**config.mk**
```make
export PLATFORM = sky130hd
export DESIGN_NAME = tristate_bus_reader
export DESIGN_NICKNAME = d
export VERILOG_FILES = /design/src/rtl/tristate_bus_reader.sv
export SDC_FILE = /design/constraint.sdc
export NUM_CORES = 1
export LEC_CHECK = 0
export ABC_AREA = 0
export ABC_CLOCK_PERIOD_IN_PS = 2200
export CORE_MARGIN = 2
export CORE_UTILIZATION = 47
export DETAILED_ROUTE_END_ITERATION = 10
export PLACE_DENSITY_LB_ADDON = 0.25
export SKIP_LAST_GASP = 1
export SLEW_MARGIN = 20
export SYNTH_ARGS = -nofsm -noshare
export SYNTH_HDL_FRONTEND = slang
export SYNTH_SLANG_ARGS = --single-unit
```
**constraint.sdc**
```tcl
create_clock -name Clock -period 2.2 [get_ports Clock]
set_input_delay 0.55 -clock Clock [delete_from_list [all_inputs] [get_ports Clock]]
set_output_delay 0.55 -clock Clock [all_outputs]
set_load 0.02 [all_outputs]
```
**src/rtl/tristate_bus_reader.sv**
```systemverilog
// rtl/tristate_bus_reader.sv - sequential chip-select read master for a shared tri-state bus
//
// Scans a contiguous, wrapping range of slave indices [first..last]. For each
// slave one cs line is driven low, the bus is given SettleCycles ticks to settle,
// then it is captured and emitted with its index and a one-cycle valid strobe.
//
// Optional feature macro: TRISTATE_BUS_TURNAROUND_EN
//   defined   : one all-deselected tick (TURN) between consecutive slaves
//   undefined : selections hand over back-to-back on a single edge
//
// Ports:
//   Clock  in   system clock, rising edge
//   Reset  in   asynchronous, active-high reset
//   Tick   in   advance enable for FSM, settle counter and capture
//   start  in   scan request, sampled in IDLE on ticking edges
//   first  in   first slave index, latched at start
//   last   in   last slave index, latched at start
//   bus    in   shared tri-state data bus
//   cs     out  per-slave select, 0 = drive, at most one bit low
//   data   out  last captured word
//   idx    out  slave index of data
//   valid  out  one-Clock pulse, new data/idx
//   done   out  one-Clock pulse with the final valid of a scan
//   err    out  one-Clock pulse, start rejected (index out of range)
//   busy   out  high while a scan is in progress

module tristate_bus_reader #(
    parameter int NrOfBits     = 8,
    parameter int NrOfSlaves   = 4,
    parameter int IdxBits      = 2,
    parameter int SettleCycles = 1
) (
    input  logic                  Clock,
    input  logic                  Reset,
    input  logic                  Tick,
    input  logic                  start,
    input  logic [IdxBits-1:0]    first,
    input  logic [IdxBits-1:0]    last,
    input  logic [NrOfBits-1:0]   bus,
    output logic [NrOfSlaves-1:0] cs,
    output logic [NrOfBits-1:0]   data,
    output logic [IdxBits-1:0]    idx,
    output logic                  valid,
    output logic                  done,
    output logic                  err,
    output logic                  busy
);

    localparam int                 MaxIdxInt = NrOfSlaves - 1;
    localparam logic [IdxBits-1:0] MAX_IDX   = MaxIdxInt[IdxBits-1:0];
    localparam logic [IdxBits:0]   NSLV      = NrOfSlaves[IdxBits:0];
    localparam logic [3:0]         SETTLE    = SettleCycles[3:0];

    typedef enum logic [1:0] {
        S_IDLE,
`ifdef TRISTATE_BUS_TURNAROUND_EN
        S_TURN,
`endif
        S_SEL
    } state_t;

    state_t                  state_q;
    logic [IdxBits-1:0]      cur_q;
    logic [IdxBits-1:0]      end_q;
    logic [3:0]              cnt_q;
    logic [NrOfSlaves-1:0]   cs_q;
    logic [NrOfBits-1:0]     data_q;
    logic [IdxBits-1:0]      idx_q;
    logic                    valid_q;
    logic                    done_q;
    logic                    err_q;
    logic                    busy_q;

    logic [IdxBits-1:0]      cur_d;
    logic [3:0]              cnt_d;
    logic                    range_ok;

    // Active-low one-hot select for a single slave.
    function automatic logic [NrOfSlaves-1:0] sel_mask(input logic [IdxBits-1:0] i);
        return ~({{(NrOfSlaves-1){1'b0}}, 1'b1} << i);
    endfunction

    assign cur_d    = (cur_q == MAX_IDX) ? '0 : cur_q + 1'b1;
    assign cnt_d    = cnt_q + 4'd1;
    assign range_ok = ({1'b0, first} < NSLV) && ({1'b0, last} < NSLV);

    always_ff @(posedge Clock or posedge Reset) begin
        if (Reset) begin
            state_q <= S_IDLE;
            cur_q   <= '0;
            end_q   <= '0;
            cnt_q   <= '0;
            cs_q    <= '1;
            data_q  <= '0;
            idx_q   <= '0;
            valid_q <= 1'b0;
            done_q  <= 1'b0;
            err_q   <= 1'b0;
            busy_q  <= 1'b0;
        end else begin
            // Strobes are one Clock wide regardless of Tick.
            valid_q <= 1'b0;
            done_q  <= 1'b0;
            err_q   <= 1'b0;
            if (Tick) begin
                case (state_q)
                    S_IDLE: begin
                        if (start) begin
                            if (range_ok) begin
                                cur_q   <= first;
                                end_q   <= last;
                                cnt_q   <= '0;
                                cs_q    <= sel_mask(first);
                                busy_q  <= 1'b1;
                                state_q <= S_SEL;
                            end else begin
                                err_q <= 1'b1;
                            end
                        end
                    end
                    S_SEL: begin
                        cnt_q <= cnt_d;
                        if (cnt_d == SETTLE) begin
                            // Capture and release happen on the same edge.
                            data_q  <= bus;
                            idx_q   <= cur_q;
                            valid_q <= 1'b1;
                            if (cur_q == end_q) begin
                                done_q  <= 1'b1;
                                busy_q  <= 1'b0;
                                cs_q    <= '1;
                                state_q <= S_IDLE;
                            end else begin
                                cur_q <= cur_d;
                                cnt_q <= '0;
`ifdef TRISTATE_BUS_TURNAROUND_EN
                                cs_q    <= '1;
                                state_q <= S_TURN;
`else
                                // Direct handover: old bit rises, new bit falls on one edge.
                                cs_q <= sel_mask(cur_d);
`endif
                            end
                        end
                    end
`ifdef TRISTATE_BUS_TURNAROUND_EN
                    S_TURN: begin
                        cs_q    <= sel_mask(cur_q);
                        state_q <= S_SEL;
                    end
`endif
                    default: begin
                        cs_q    <= '1;
                        busy_q  <= 1'b0;
                        state_q <= S_IDLE;
                    end
                endcase
            end
        end
    end

    assign cs    = cs_q;
    assign data  = data_q;
    assign idx   = idx_q;
    assign valid = valid_q;
    assign done  = done_q;
    assign err   = err_q;
    assign busy  = busy_q;

endmodule

```
==> flow_summary.ini <==
[worst_setup_path]
cp.required_ns = 1.65
crit_fanout = 2
crit_type = reg2out
ff2ff_path_depth = 5
r2r-end = data[5]$_DFFE_PP0P_
critPathLaunchType = flip-flop
reg2reg_from = cnt_q[0]$_DFFE_PP0P_
crit_chain = clkdlybuf4s50_1
cp_num_buf_inv = 1
cp.arrival_ns = 1.50
reg2reg_slack_ns = 0.16
slowest_stage = clkdlybuf4s50_1
cpLargestDelayFamily = buffers and inverters
max_stage_delay_ns = 0.61
critPathCaptureType = primary output

[grt]
grt_use_met3 = 0.0553
use_met2 = 0.289
grt-ovfl-total = 0
grtUsageMet1 = 0.205
grt_start_max_net_pins = 26
antenna_found_initial = 0
grt_pass1_wl_mm = 4.17
top_usage_layer = met2
grt_use_total = 0.169
grt_pass1_vias = 910

[clocking]
postCtsSetupBuffers = 0
path_clk_slew_ns = 0.15
clk_path_buf_depth = 2
clkSinkCount = 25
hold_buffers = 0
cts_tree = yes
clock-root-buffer = clkbuf_4
cts_resized = 0
clkLatencyLatePin_ns = 0.33
cts_max_level = 1
cts_buffers = 3

[power]
p_leak_nw = 0.739
seqPwrFrac = 0.386
switching_share = 0.389
power_frac_clock = 0.098
p_per_area_mw_per_mm2 = 1320
ir_drop_mv = 0.913
intPower_mw = 1.34
switchingPower_uw = 854
p_comb_frac = 0.516
fin_total_pwr_mw = 2.20

[timing]
tightest_slew_ns = 0.772
worst_slack_ns = 0.150
max-slew-margin-rel = 0.485
final-max-slew-violation-count = 0
rsz0062_at_grt = false
finClkSkew_ns = 0.0102
period_minus_slack_ns = 2.05
setup_violations = 0
final.setup.tns_ns = 0
max_freq_mhz = 488
hold_ws_ns = 0.507
finalCritPeriodShare = 0.932
hold_violations = 0

[floorplan]
pin_count = 34
dieArea_mm2 = 0.00317
die_w_um = 56.3
core_area_mm2 = 0.00254
die_y_um = 56.3
start_util = 0.505
row_count = 18

[placed_design]
dp.cells = 168
portBuffers = 32
placed_cell_area_mm2 = 0.00164
finalWeightedCongestion = 0.848
dp_hpwl_mm = 1.75
dp_slack_ns = 0.189

[outcome]
status = completed

[job]
max-cap-violations = 0

[detailed_routing]
vias_per_cell = 5.24
dr.pass1.iters = 4
wl_mm = 2.47
ant_nets = 0
drt_iter0_drc = 17
vias = 901
post_drt_wl_per_cell_um = 14.4
drc = 0

[min_path]
holdCritStartpoint = idx[0]$_DFFE_PP0P_
whs_endpoint = idx[0]$_DFFE_PP0P_
hold_class = reg2reg
hold_depth = 2

[layout]
nFillCells = 199
antenna_cells = 0
fin_area_mm2 = 0.00167
final_layout_size_suffix_gt1_frac = 0.190
num-nets-final = 165
area.growth.synth_to_final_pct = 29.8
finalNonFillerCells = 172
utilization = 0.656

[synthesis]
syn_nets = 129
yosysWarningCount = 0
synth_top_family_by_area = multiplexers
synth_cell_types = 36
synth_most_common_cell = dfrtp_1
muxShareOfSynthArea = 0.165
synth_edf_count = 0
syn_inst = 107
synth-seq-area-share = 0.490
synth_compound_area_frac = 0.134
synth_area_leaders = dfrtp_1, dfstp_2, mux2_4
synthXorXnorAreaFrac = 0.0136
synth_top_cell_by_area = dfrtp_1
synth_fa_ha_area_frac = 0.0584
synth_async_sr_flop_share = 1.00
synth_ff_type = dfrtp_1
netlist.area_leader.share = 0.409
syn-cell-area_mm2 = 0.00129
synth-simple-area-share = 0.0905
synth_commonest_cells = dfrtp_1, nand2_1, inv_1, mux2_4, ha_1
ys_ff_latch = 25
synth.avg_cell_area_um2 = 12.0
[placed cells by master (no fill, tap or decap), types with 3 or more instances in the layout]
cell,n
o21ai_1,3
mux2_4,7
dfrtp_1,21
mux2_1,4
o21ai_2,3
mux2i_1,4
dfstp_2,4
clkbuf_4,3
buf_4,3
nor2_1,4
clkdlybuf4s50_1,32
inv_1,8
ha_1,6
nand2_1,10
a32oi_1,3
[cell families after synthesis]
| family | count (synthesis) |
|---|---|
| mux | 17 |
| compound gates | 21 |
| other cells | 1 |
| buf+inv | 12 |
| simple gates | 23 |
| flops | 25 |
| fa+ha+maj | 6 |
| xor+xnor | 2 |
[state kept, by name, summed over array words and instances, names as in the netlist]
signal,flops
busy,1
cnt_q,4
cs,4
cur_q,2
data,8
done,1
end_q,2
idx,2
valid,1
[power by group through the flow]
stage | clock network [mW] | registers, mW | logic [mW]
after detailed placement | 0 | 0.855 | 1.14
after floorplan | 0 | 0.996 | 0.575
after CTS | 0.221 | 0.848 | 1.14
after global placement | 0 | 0.845 | 1.10
after global routing | 0.237 | 0.880 | 1.24
final | 0.216 | 0.847 | 1.13
[layer usage]
metal / vias up / wire [um]
met1: 428 / 1140
met5: - / 0
met4: 0 / 23
met2: 29 / 1160
li1: 440 / -
met3: 4 / 152
[worst max path at each step]
stage / start / end / cells after the start
floorplan: cnt_q[0]$_DFFE_PP0P_ / cs[1]$_DFFE_PP1P_ / 5
global placement: Tick / data[5]$_DFFE_PP0P_ / 4
finish: cs[0]$_DFFE_PP1P_ / cs[0] / 1
CTS: cs[0]$_DFFE_PP1P_ / cs[0] / 1
global route: cnt_q[0]$_DFFE_PP0P_ / data[5]$_DFFE_PP0P_ / 5
detailed placement: Tick / data[6]$_DFFE_PP0P_ / 4
[area by class of cell]
cell class / count / area (um^2) / share of cell area
clock inverter: 1 / 7.51 / 0.00450
clock buffer: 3 / 22.5 / 0.0135
timing repair buffer: 35 / 343 / 0.205
multi-input combinational: 70 / 598 / 0.358
inverter: 8 / 30.0 / 0.0180
tap: 30 / 37.5 / 0.0225
sequential: 25 / 631 / 0.378
Power figures use the tool's default switching activity.
